## config.mk

```make
export PLATFORM = sky130hd
export DESIGN_NAME = fetch_buf
export DESIGN_NICKNAME = d
export VERILOG_FILES = /design/src/rtl/fetch_buf_pkg.sv /design/src/rtl/fetch_fifo.sv /design/src/rtl/fetch_buf.sv
export SDC_FILE = /design/constraint.sdc
export NUM_CORES = 1
export LEC_CHECK = 0
export CORE_MARGIN = 3
export CORE_UTILIZATION = 35
export DETAILED_ROUTE_END_ITERATION = 12
export PLACE_DENSITY = 0.59
export RECOVER_POWER = 50
export SYNTH_ARGS = -nofsm -noshare
export SYNTH_HDL_FRONTEND = slang
export SYNTH_SLANG_ARGS = --single-unit
```

## constraint.sdc

```tcl
create_clock -name clk -period 6.3 [get_ports clk]
set_input_delay 0.945 -clock clk [delete_from_list [all_inputs] [get_ports clk]]
set_output_delay 0.945 -clock clk [all_outputs]
set_load 0.1 [all_outputs]
```

## src/rtl/fetch_buf_pkg.sv

```systemverilog
//------------------------------------------------------------------------------
// Module  : fetch_buf_pkg
// Brief   : Shared widths and helpers for the instruction prefetch queue.
// Rev     : 1.0 - initial release
//------------------------------------------------------------------------------
`default_nettype none

package fetch_buf_pkg;

  // Bytes per instruction word; fetch_pc advances by this much per fetch.
  localparam int C_INST_BYTES = 4;

  // Occupancy counter width: must represent 0..DEPTH inclusive.
  function automatic int cnt_width(input int depth);
    return $clog2(depth) + 1;
  endfunction

  function automatic int ptr_width(input int depth);
    return (depth > 1) ? $clog2(depth) : 1;
  endfunction

endpackage

`default_nettype wire

```

## src/rtl/fetch_fifo.sv

```systemverilog
//------------------------------------------------------------------------------
// Module  : fetch_fifo
// Brief   : Synchronous {pc, inst} FIFO with flush, push/pop, count and head peek.
// Rev     : 1.0 - initial release
//------------------------------------------------------------------------------
`default_nettype none

module fetch_fifo
  import fetch_buf_pkg::*;
#(
  parameter int DEPTH  = 4,
  parameter int PC_W   = 32,
  parameter int INST_W = 32,
  localparam int CNT_W = cnt_width(DEPTH),
  localparam int PTR_W = ptr_width(DEPTH)
) (
  input  logic              clk,
  input  logic              rst,
  input  logic              flush,
  input  logic              push,
  input  logic [PC_W-1:0]   push_pc,
  input  logic [INST_W-1:0] push_inst,
  input  logic              pop,
  output logic [PC_W-1:0]   head_pc,
  output logic [INST_W-1:0] head_inst,
  output logic [CNT_W-1:0]  count
);

  logic [PC_W-1:0]   r_pc_mem   [DEPTH];
  logic [INST_W-1:0] r_inst_mem [DEPTH];
  logic [PTR_W-1:0]  r_wr_ptr;
  logic [PTR_W-1:0]  r_rd_ptr;
  logic [CNT_W-1:0]  r_count;

  // Storage needs no reset; only the pointers and count define validity.
  always_ff @(posedge clk) begin
    if (push && !flush) begin
      r_pc_mem[r_wr_ptr]   <= push_pc;
      r_inst_mem[r_wr_ptr] <= push_inst;
    end
  end

  // DEPTH is a power of two, so pointer wrap is the natural overflow.
  always_ff @(posedge clk or negedge rst) begin
    if (!rst) begin
      r_wr_ptr <= '0;
      r_rd_ptr <= '0;
      r_count  <= '0;
    end else if (flush) begin
      r_wr_ptr <= '0;
      r_rd_ptr <= '0;
      r_count  <= '0;
    end else begin
      if (push) r_wr_ptr <= r_wr_ptr + PTR_W'(1);
      if (pop)  r_rd_ptr <= r_rd_ptr + PTR_W'(1);
      if (push && !pop)      r_count <= r_count + CNT_W'(1);
      else if (pop && !push) r_count <= r_count - CNT_W'(1);
    end
  end

  assign head_pc   = r_pc_mem[r_rd_ptr];
  assign head_inst = r_inst_mem[r_rd_ptr];
  assign count     = r_count;

endmodule

`default_nettype wire

```

## src/rtl/fetch_buf.sv

```systemverilog
//------------------------------------------------------------------------------
// Module  : fetch_buf
// Brief   : Instruction prefetch queue between ROM and if_id, with jump flush
//           and optional zero-latency bypass when the queue is empty.
// Rev     : 1.0 - initial release
//------------------------------------------------------------------------------
`default_nettype none

module fetch_buf
  import fetch_buf_pkg::*;
#(
  parameter int               ADDR_W   = 32,
  parameter int               INST_W   = 32,
  parameter int               DEPTH    = 4,
  parameter logic [ADDR_W-1:0] RESET_PC = '0,
  parameter bit               BYPASS   = 1'b1,
  localparam int              CNT_W    = cnt_width(DEPTH)
) (
  input  logic              clk,
  input  logic              rst,
  input  logic              jump_flag,
  input  logic [ADDR_W-1:0] jump_addr,
  input  logic              id_ready,
  output logic              rom_ce,
  output logic [ADDR_W-1:0] rom_addr,
  input  logic [INST_W-1:0] rom_inst,
  output logic              out_valid,
  output logic [ADDR_W-1:0] out_pc,
  output logic [INST_W-1:0] out_inst,
  output logic [CNT_W-1:0]  count
);

  localparam logic [CNT_W-1:0]  C_DEPTH = CNT_W'(DEPTH);
  localparam logic [ADDR_W-1:0] C_STEP  = ADDR_W'(C_INST_BYTES);

  logic [ADDR_W-1:0] r_fetch_pc;
  logic [ADDR_W-1:0] w_head_pc;
  logic [INST_W-1:0] w_head_inst;
  logic [CNT_W-1:0]  w_count;
  logic              w_empty;
  logic              w_full;
  logic              w_valid;
  logic              w_pop;
  logic              w_fetch;
  logic              w_bypass_take;
  logic              w_push;
  logic              w_fifo_pop;
  logic              w_unused;

  assign w_empty = (w_count == '0);
  assign w_full  = (w_count == C_DEPTH);

  // Empty queue never blocks a fetch, so valid does not depend on fetch.
  assign w_valid       = !jump_flag && (!w_empty || BYPASS);
  assign w_pop         = w_valid && id_ready;
  assign w_fetch       = !jump_flag && (!w_full || w_pop);
  assign w_bypass_take = w_pop && w_empty;
  assign w_push        = w_fetch && !w_bypass_take;
  assign w_fifo_pop    = w_pop && !w_empty;

  always_ff @(posedge clk or negedge rst) begin
    if (!rst) begin
      r_fetch_pc <= RESET_PC;
    end else if (jump_flag) begin
      r_fetch_pc <= {jump_addr[ADDR_W-1:2], 2'b00};
    end else if (w_fetch) begin
      r_fetch_pc <= r_fetch_pc + C_STEP;
    end
  end

  fetch_fifo #(
    .DEPTH  (DEPTH),
    .PC_W   (ADDR_W),
    .INST_W (INST_W)
  ) u_fifo (
    .clk       (clk),
    .rst       (rst),
    .flush     (jump_flag),
    .push      (w_push),
    .push_pc   (r_fetch_pc),
    .push_inst (rom_inst),
    .pop       (w_fifo_pop),
    .head_pc   (w_head_pc),
    .head_inst (w_head_inst),
    .count     (w_count)
  );

  // Outputs are gated by rst so they drop immediately, without a clock edge.
  assign rom_ce    = rst && w_fetch;
  assign rom_addr  = r_fetch_pc;
  assign out_valid = rst && w_valid;
  assign out_pc    = out_valid ? (w_empty ? r_fetch_pc : w_head_pc) : '0;
  assign out_inst  = out_valid ? (w_empty ? rom_inst : w_head_inst) : '0;
  assign count     = w_count;

  assign w_unused = ^jump_addr[1:0];

endmodule

`default_nettype wire

```

# Word-level counts from Yosys, hierarchy flattened
# Memories as Yosys holds them, arrays and structs flattened.
# Cells that the tools add are included.
word_totals:
  regBits: 39
  mem_bits_rw: 256
  inputBits: 68
  out_inout_bits: 101
  elab_cells: 49
  memories: 2
classes:
  n_addsub: 5
  n_eq_ne: 1
  n_mux: 15
  n_reduce_logical: 22
mem_list:
  columns: ["memory", "words", "word_bits", "read_ports", "rd_clocked_by_memory_dff", "wr", "line_no", "text"]
  rows:
  - ["u_fifo.r_inst_mem", 4, 32, 1, 0, 1, "fetch_fifo.sv:30", "logic [INST_W-1:0] r_inst_mem [DEPTH];"]
  - ["u_fifo.r_pc_mem", 4, 32, 1, 0, 1, "fetch_fifo.sv:29", "logic [PC_W-1:0] r_pc_mem [DEPTH];"]
op_table:
  columns: ["op", "count"]
  rows:
  - ["$mux W32", 6]
  - ["$add A32 B3 Y32 const B", 1]
  - ["$logic_and A1 B1 Y1", 10]
  - ["$mux W3", 3]
  - ["$mux W2", 4]
  - ["$logic_not A1 Y1", 6]
  - ["$reduce_bool A2 Y1", 3]
  - ["$add A2 B1 Y2 const B", 2]
  - ["$add A3 B1 Y3 const B", 1]
  - ["$eq A3 B3 Y1 const B", 1]
  - ["$logic_not A3 Y1", 1]
  - ["$reduce_bool A3 Y1", 1]
  - ["$sub A3 B1 Y3 const B", 1]
  - ["$mux W1", 2]
  - ["$logic_or A1 B1 Y1", 1]

# Depth between registers and ports, before layout
depth:
  word_depth: 10
  ltp_mapped: 7

# Modules after synthesis
# A second synthesis with hierarchy kept.
hier_totals:
  cells_unflattened: 800
  hier_area_um2: 12404.4
modules_own_cells:
  columns: ["mod", "n_inst", "cells_each", "area_each_um2", "seq_area_each_um2"]
  rows:
  - ["fetch_fifo", 1, 377, 9661.8, 7862.5]
  - ["fetch_buf", 1, 423, 2742.6, 750.7]

# Least setup slack after synthesis
# No wires, ideal clock.
synth_timing:
  kind: "reg-to-output"
  from: "register u_fifo.r_count[0] (netlist: u_fifo.count[0])"
  to: "output port out_pc[5]"
  t_arrival_ps: 3323
  required_ps: 5355
  path_slack_ps: 2032
  stages_incl_launch_ff: 5
  path_cell_list: "dfrtp_1 nor3_1 clkbuf_1 nand2_1 a21oi_1"
synth_between:
  elab_chain_len: 3
synth_rtl:
  columns: ["element", "line_no", "text"]
  rows:
  - ["from (decl)", "fetch_fifo.sv:33", "logic [CNT_W-1:0] r_count;"]
  - ["from (signal assigned)", "fetch_fifo.sv:56", "if (push && !pop) r_count <= r_count + CNT_W'(1);"]
  - ["from (signal assigned)", "fetch_fifo.sv:57", "else if (pop && !push) r_count <= r_count - CNT_W'(1);"]
  - ["$logic_not A3 Y1", "fetch_buf.sv:50", "assign w_empty = (w_count == '0);"]
  - ["$mux W32 (2 in a row)", "fetch_buf.sv:92", "assign out_pc = out_valid ? (w_empty ? r_fetch_pc : w_head_pc) : '0;"]
  - ["to (decl)", "fetch_buf.sv:28", "output logic [ADDR_W-1:0] out_pc,"]
# Every way passes these cells.

# Worst setup path after layout
layout_timing:
  from: "register u_fifo.r_count[2] (netlist: u_fifo.count[2])"
  to: "output port out_inst[6]"
layout_between:
  elab_chain_len: 3
layout_rtl:
  columns: ["element", "line_no", "text"]
  rows:
  - ["$logic_not A3 Y1", "fetch_buf.sv:50", null]
  - ["$mux W32 (2 in a row)", "fetch_buf.sv:93", "assign out_inst = out_valid ? (w_empty ? rom_inst : w_head_inst) : '0;"]
  - ["to (decl)", "fetch_buf.sv:29", "output logic [INST_W-1:0] out_inst,"]
# Every way passes these cells.

==> results.json <==
{
  "syn_area_sq_um": 12000,
  "antennaDiodeCount": 0,
  "crit_family": "buffers and inverters",
  "cts_max_level": 1,
  "cts_root_buf": "clkbuf_16",
  "setup_violations": 0,
  "track_usage_pct": 15.7,
  "hold_viol": 0,
  "whs_ns": 0.556,
  "timing.setup.tns_ns": 0,
  "synthArstFlopShare_pct": 13.0,
  "cts_buffer_depth": 3,
  "via_per_inst": 5.04,
  "numCtsBuffers": 30,
  "violations": "capacitance limit, slew limit",
  "slowest_stage": "clkdlybuf4s50_1",
  "syn_area_per_cell_sq_um": 15.3,
  "rsz0062_at_grt": "false",
  "grt_use_met1_pct": 22.1,
  "cp_num_buf_inv": 2,
  "ir_worst_vdd_mv": 0.212,
  "grtUsageMet3_pct": 3.26,
  "coreArea_sq_um": 33700,
  "overflow": 0,
  "wire_per_inst_um": 20.2,
  "hold_class": "reg -> reg",
  "p_leak_nw": 4.95,
  "slew_headroom_pct": -59.7,
  "outcome": "finished with violations",
  "detail-route-antenna-nets": 0,
  "worst_slew_pin_slew_ns": 2.39,
  "first_pass_iters": 4,
  "cts_tree": "done",
  "startpoint": "u_fifo.count[2]",
  "fin_total_pwr_mw": 5.22,
  "remaining_drc_errors": 0,
  "die_x_um": 191,
  "end_kind": "output pin",
  "crit_arrival_ns": 4.24,
  "period_share_pct": 82.3,
  "via_count": 7120,
  "reg2reg_from": "u_fifo.count[2]",
  "skew_ns": 0.0103,
  "fmax_mhz": 193,
  "die_area_sq_um": 36600,
  "grt_pass1_vias": 7475,
  "worst_ep_required_time_ns": 5.35,
  "power_density_nw_per_um2": 348,
  "path_class": "reg -> out",
  "globalplace.congestion": 0.738,
  "portBuffers": 162,
  "busiest_layer": "met2",
  "die_y_um": 191,
  "fin_util_pct": 44.4,
  "ys.flop_type": "edfxtp_1",
  "cp-start-kind": "flip-flop",
  "crit_chain": "or3_1, buf_4, nand2_1, a21oi_1, clkdlybuf4s50_1",
  "area_delta_synth_final_pct": 24.5,
  "postSynthCellCount": 788,
  "grt_antenna_before_repair": 0,
  "cts_sinks": 285,
  "ys_seq_elements": 285,
  "final_nets": 1018,
  "insertion_delay_ns": 0.54,
  "start_util_pct": 35.7,
  "hpwlAfterDp_mm": 15.9,
  "seq_area_frac_synth_pct": 69.6,
  "cts_resized": 0,
  "grt_pass1_wl_mm": 44.4,
  "wl_mm": 28.6,
  "drive_gt1_share_pct": 13.8,
  "hp-start": "u_fifo.r_wr_ptr[0]",
  "hold_buffers": 0,
  "grtUsageMet2_pct": 25.7,
  "path_max_fanout": 34,
  "drt_iter0_drc": 423,
  "grt_max_degree": 65,
  "max_stage_delay_ns": 1.17,
  "synth_edf_count": 248,
  "yosysWarnings": 0,
  "ys_types": 47,
  "num_io_pins": 169,
  "postCtsSetupRepairBufs": 0,
  "drv_slew": 38,
  "finalCriticalPeriod_ns": 5.18,
  "core.rowCount": 67,
  "path_clk_slew_ns": 0.06,
  "drv_cap": 1
}
==> through the flow <==
stage	setup WS, ns	instance area [sq um]	cells
finish	1.12	15000	1414
global route	0.806	15000	1414
CTS	1.44	15000	1414
detailed placement	1.75	14100	1360
global placement	1.77	14100	1360
floorplan	2.03	12000	791
==> where the power goes <==
group / switching, mW / internal [mW] / leakage, nW
sequential: 0.135 / 2.27 / 2.71
combinational: 0.800 / 0.339 / 1.77
clock: 0.686 / 0.990 / 0.465
total: 1.62 / 3.60 / 4.95
==> sequential cells by signal, summed over array words and instances (netlist names) <==
register           flops
u_fifo.r_wr_ptr        2
rom_addr              30
u_fifo.r_pc_mem      120
u_fifo.count           3
u_fifo.r_inst_mem    128
u_fifo.r_rd_ptr        2
==> cells in the mapped netlist, drive strengths merged, types with 5 or more instances <==
cell type  instances  area, sq um
a21oi             64          320
a31oi              6         37.5
and2               6         37.5
buf               20          104
clkbuf            30          114
dfrtp             37          926
edfxtp           248         7450
ha                 5         62.6
inv               14         52.6
mux4              62         1400
nand2            161          604
nand3             10         55.1
nor2              11         41.3
nor3              11         55.1
nor4              12          106
o21ai             29          145
or3                6         47.5
xnor2             21          184
==> layout make-up <==
cell class / instances / area (sq um)
Timing Repair Buffer: 171 / 1660
Clock buffer: 41 / 823
Inverter: 14 / 52.6
Multi-Input combinational cell: 442 / 3380
Fill cell: 3051 / 18700
Tap cell: 448 / 561
Clock inverter: 13 / 116
Sequential cell: 285 / 8380
==> cell families after synthesis <==
kind of cell	count (synthesis)	share of synthesized area [%]
AOI/OAI and AO/OA	107	4.73
muxes	64	11.8
DFF	285	69.6
xor gates and xnor gates	25	1.82
buffers and inverters	64	2.25
and+or+nand+nor	236	9.09
adders and majority gates	6	0.687
other	1	0.0312
==> worst paths after layout <==
check / end / cells after the start / slack (ns)
setup / recovery: out_inst[6] / 5 / 1.12
hold / removal: u_fifo.r_wr_ptr[0] / 1 / 0.56
setup reg to reg: u_fifo.r_inst_mem[0][20] / 4 / 3.24
hold reg to reg: u_fifo.r_wr_ptr[0] / 1 / 0.56
max in group asynchronous: u_fifo.r_rd_ptr[0] / 2 / 3.28
min in group asynchronous: rom_addr[28] / 2 / 1.33
==> cell usage in the layout (no fill, tap or decap), types with 11 or more instances in the layout <==
cell type and n:
nor2_1 11, dfrtp_1 35, nand2_1 160, xnor2_1 21
inv_1 14, a21oi_1 64, nor4_1 12, edfxtp_1 248
o21ai_0 21, clkdlybuf4s50_1 113, clkbuf_16 31, mux4_2 62
clkbuf_1 12, dlygate4sd3_1 44
==> routing by layer <==
layer	part of all wire, %	up-vias
met5	0	-
met1	45	3603
met3	5.8	28
li1	-	3301
met2	48	188
met4	1.4	0
No activity file was read; power rests on OpenSTA's default activity.
==> patch 1: new RTL, same flow settings <==
`ADDR_W`: 32 -> 28.
--- a/src/rtl/fetch_buf.sv
+++ b/src/rtl/fetch_buf.sv
@@ -11,3 +11,3 @@
 #(
-  parameter int               ADDR_W   = 32,
+  parameter int               ADDR_W   = 28,
   parameter int               INST_W   = 32,
Interface: changed (resized jump_addr, out_pc and rom_addr); port bits go from 169 to 157. No check against the original RTL was run, so the function may have changed too.
==> patch 1 against the original RTL <==
The run still ends with capacitance limit, slew limit left. Power is 8.5% lower. First-iteration DRC count is 4.0% lower. Sequential cell count is 20 lower. Setup slack better by 0.011 ns. Routed wire length is 7.6% lower. Global-route usage is 0.31 points lower. Critical path type unchanged. Area after synthesis is 6.9% lower. Critical path depth stayed put. Register-to-register slack better by 0.23 ns. Cell area is 6.8% lower. Largest cell class unchanged.
==> patch 1: results (changes against the original RTL) <==
status=complete, but fails checks (unchanged); failing checks=capacitance limit, slew limit (unchanged); PortBufs=150 (was 162); Worst VDD drop=0.187 mV (was 0.212 mV); GPL Wtd Cong=0.703 (was 0.738); asr flop ratio synth=0.125 (was 0.130); P_leak=4.67 nW (was 4.95 nW); Via density=5.06 (was 5.04); vias in the first global route=6816 (was 7475); worst slack, placed=1.57 ns (was 1.75 ns); largest net degree at the start of global routing=62 (was 65); post-CTS setup buffer count=0 (unchanged); drt first pass iters=5 (was 4); sequential share of the synthesized area=0.696 (about the same); initial antenna violation count=1 (was 0); clk slew on worst S/H paths=0.06 ns (about the same); Commonest cells post-synth=edfxtp_1, nand2_1, a21oi_1, mux4_2, dfrtp_1 (unchanged); Syn Area/Cell=15.4 um2 (was 15.3 um2); Layout Nets=939 (was 1018); CTS Buf Count=28 (was 30); Post-Place Cell Area=13100 um2 (was 14100 um2); first-pass GRT wire length=40800 um (was 44400 um); synth top area cells=edfxtp_1, mux4_2, dfrtp_1 (unchanged); largest reg by FF count=u_fifo.r_inst_mem (unchanged); Yosys warnings=0 (unchanged); Clock Latency Late Sink=0.53 ns; Rel. slew slack=-0.564 (was -0.597); Switching Share=0.304 (was 0.311); Placed Cells=1235 (was 1360); Worst Path Max Fanout=31 (was 34); Post-synth EDFFs=232 (was 248); Crit path arrival time=4.23 ns (was 4.24 ns); Setup crit end=out_inst[20] (was out_inst[6]); max-slew violation count=62 (was 38); DR iter-0 viols=406 (was 423); CTS max path bufs=3 (unchanged); critical path's slowest cell=clkdlybuf4s50_1 (unchanged); FF-to-FF setup slack=3.47 ns (was 3.24 ns); slowest stage delay, CP=1.17 ns (about the same); Worst Reg-to-Reg Cells=4 (unchanged); fin crit share=0.821 (was 0.823); Fillers=2786 (was 3051); logic gate share of total power=0.202 (was 0.218); Wirelength per Cell=20.6 um (was 20.2 um); All-Layer GR Usage=0.154 (was 0.157); RR Endpoint=u_fifo.r_inst_mem[3][3] (was u_fifo.r_inst_mem[0][20]); Max-Cap Viols=1 (unchanged); Netlist cell types=46 (was 47); Setup Skew=0.00737 ns (was 0.0103 ns); worst min path class=input port to asynchronous set/reset pin (was flop to flop); fraction of layout cells with a size suffix above 1=0.145 (was 0.138); Seq power=2.20 mW (was 2.40 mW); Synth area leader=edfxtp_1 (unchanged); Vias=6507 (was 7120); hpwl dp=15100 um (was 15900 um)
-- patch 1: cell count changes after synthesis, sizes merged, moves of 5 or more --
| cell | before | now |
|---|---|---|
| nand2 | 161 | 153 |
| or3 | 6 | 1 |
| nand2b | 0 | 5 |
| nor4 | 12 | 2 |
| edfxtp | 248 | 232 |
| inv | 14 | 9 |
| xnor2 | 21 | 5 |
| o21ai | 29 | 24 |
| xor2 | 4 | 22 |
| nor3 | 11 | 4 |
| nand4 | 4 | 17 |
-- patch 1: per-stage QoR --
step / power (mW) / hold slack, ns / utilization
2_1_floorplan: 2.92 / 0.577 / -
3_3_place_gp: 3.21 / 0.618 / 0.421
3_5_place_dp: 3.22 / 0.640 / 0.421
4_1_cts: 4.84 / 0.452 / 0.450
5_1_grt: 4.97 / 0.489 / 0.449
6_report: 4.77 / 0.459 / 0.449
-- patch 1: metal layers --
layer	global-route usage	vias up	part of all wire
met5	0	-	0
met4	0.0261	0	0.014
met3	0.0320	32	0.061
met2	0.252	187	0.47
met1	0.218	3257	0.45
li1	-	3031	-
-- patch 1: logic make-up after synthesis --
kind of cell / count (synthesis) / synth area share
flip-flops: 265 / 0.696
AND/OR/NAND/NOR: 212 / 0.0876
AO/OA/AOI/OAI: 98 / 0.0468
multiplexers: 60 / 0.119
buffers and inverters: 57 / 0.0225
XOR/XNOR: 27 / 0.0211
adder cells (fa/ha/maj): 6 / 0.00737
other: 1 / 0.000335
-- patch 1: area by class of cell --
cell class | instances | area (um2) | area share
sequential | 265 | 7800 | 0.559
multi-input combinational | 407 | 3170 | 0.227
timing repair buffer | 158 | 1560 | 0.111
clock buffer | 35 | 778 | 0.0557
tap | 396 | 495 | 0.0355
clock inverter | 16 | 131 | 0.00941
inverter | 9 | 33.8 | 0.00242
==> patch 2: new RTL, same flow settings <==
Made on the original files. Put a register stage on the output `count`, cleared by the reset. The value now appears one clock later. The other outputs are not delayed to match.
--- a/src/rtl/fetch_buf.sv
+++ b/src/rtl/fetch_buf.sv
@@ -34,2 +34,4 @@
   localparam logic [ADDR_W-1:0] C_STEP  = ADDR_W'(C_INST_BYTES);
+
+  logic [CNT_W-1:0] count_d;
 
@@ -93,5 +95,13 @@
   assign out_inst  = out_valid ? (w_empty ? rom_inst : w_head_inst) : '0;
-  assign count     = w_count;
+  assign count_d   = w_count;
 
   assign w_unused = ^jump_addr[1:0];
+
+  always_ff @(posedge clk or negedge rst) begin
+    if (!rst) begin
+      count <= '0;
+    end else begin
+      count <= count_d;
+    end
+  end
 
Formal check against the unedited RTL: not equivalent (Yosys sat finds a counterexample within 4 cycles, from zero or initial values and one cycle with rst low).
==> patch 2 against the original RTL <==
The run still ends with capacitance limit, slew limit left. Global-route usage rose by 0.43 points. Routed wire length rose by 6.6%. Cell area increased by 6.2%. Sequential cell count increased by 3. Setup slack gained 0.33 ns. Power grew 7.5%. Synthesized cell count increased by 2.3%. Area after synthesis is 2.0% higher. Critical endpoint is now u_fifo.r_inst_mem[0][18]. Highest routed layer is now met5.
==> patch 2: results (changes against the original RTL) <==
Worst VDD drop=0.200 mV (was 0.212 mV); first-pass GRT wire length=48000 um (was 44400 um); CP top delay family=simple AND/OR/NAND/NOR gates (was buffers and inverters); top layer in use=met5 (was met4); global routing met1 resource utilization=0.224 (was 0.221); CTS Buf Count=31 (was 30); synth top area cells=edfxtp_1, mux4_2, dfrtp_1 (unchanged); max-slew violation count=63 (was 38); Routed met3 length=1760 um (was 1650 um); fraction of layout cells with a size suffix above 1=0.199 (was 0.138); smallest hold slack=0.483 ns (was 0.556 ns); Worst-Margin Slew=3.51 ns (was 2.39 ns); status=complete, but fails checks (unchanged); Max-Cap Viols=1 (unchanged); Worst Reg-to-Reg Cells=3 (was 4); Worst Path Max Fanout=62 (was 34); RR Endpoint=u_fifo.r_inst_mem[0][18] (was u_fifo.r_inst_mem[0][20]); DR iter-0 viols=350 (was 423); FF-to-FF setup slack=2.28 ns (was 3.24 ns); failing checks=capacitance limit, slew limit (unchanged); Crit path arrival time=4.93 ns (was 4.24 ns); Wirelength per Cell=21.4 um (was 20.2 um); GPL Wtd Cong=0.718 (was 0.738); Layout Nets=1029 (was 1018); Vias=7489 (was 7120); sequential share of the synthesized area=0.688 (was 0.696); Setup Skew=0.0152 ns (was 0.0103 ns)
-- patch 2: kinds of logic after synthesis --
family          after synthesis  share of synthesized area
buf+inv                      66                     0.0268
fa+ha+maj                     6                    0.00673
compound gates              128                     0.0633
flops                       288                      0.688
xor+xnor                     13                    0.00928
mux                          64                      0.115
other cells                   1                   0.000306
simple gates                240                     0.0897
-- patch 2: layout make-up --
class	instances	area, um2
clock inverter	19	216
multi-input combinational	455	3500
clock buffer	38	822
timing repair buffer	170	2320
fill	2998	18100
inverter	9	33.8
sequential	288	8460
tap	448	561
-- patch 2: metrics by stage --
stage,std cells,cell area [um2],setup slack [ns]
after global routing,1427,15900,1.10
after global placement,1370,14900,2.20
final,1427,15900,1.45
after detailed placement,1370,14900,2.17
after floorplan,809,12300,2.33
after CTS,1427,15900,2.01
-- patch 2: worst register-to-register path, stage by stage, from the launching register on --
cell and delay [ns]:
dfrtp_1 0.46, xor2_1 0.20, nand3_1 0.25, and3_1 2.61
-- patch 2: how the worst max path moves through the flow --
stage                          endpoint  slack (ns)  cells after the start                from
2_1_floorplan              out_inst[22]        2.33                      5           jump_flag
3_3_place_gp                     rom_ce        2.20                      6           jump_flag
3_5_place_dp                     rom_ce        2.17                      6           jump_flag
4_1_cts                       out_pc[8]        2.01                      5  u_fifo.r_rd_ptr[0]
5_1_grt        u_fifo.r_inst_mem[0][18]        1.10                      5           jump_flag
6_report       u_fifo.r_inst_mem[0][18]        1.45                      5           jump_flag
-- patch 2: power groups by stage --
stage / registers (mW) / clock network (mW) / logic [mW]
2_1_floorplan: 2.55 / 0 / 0.797
6_report: 2.42 / 1.84 / 1.35
3_3_place_gp: 2.45 / 0 / 1.37
4_1_cts: 2.42 / 1.89 / 1.38
3_5_place_dp: 2.46 / 0 / 1.37
5_1_grt: 2.45 / 1.97 / 1.43
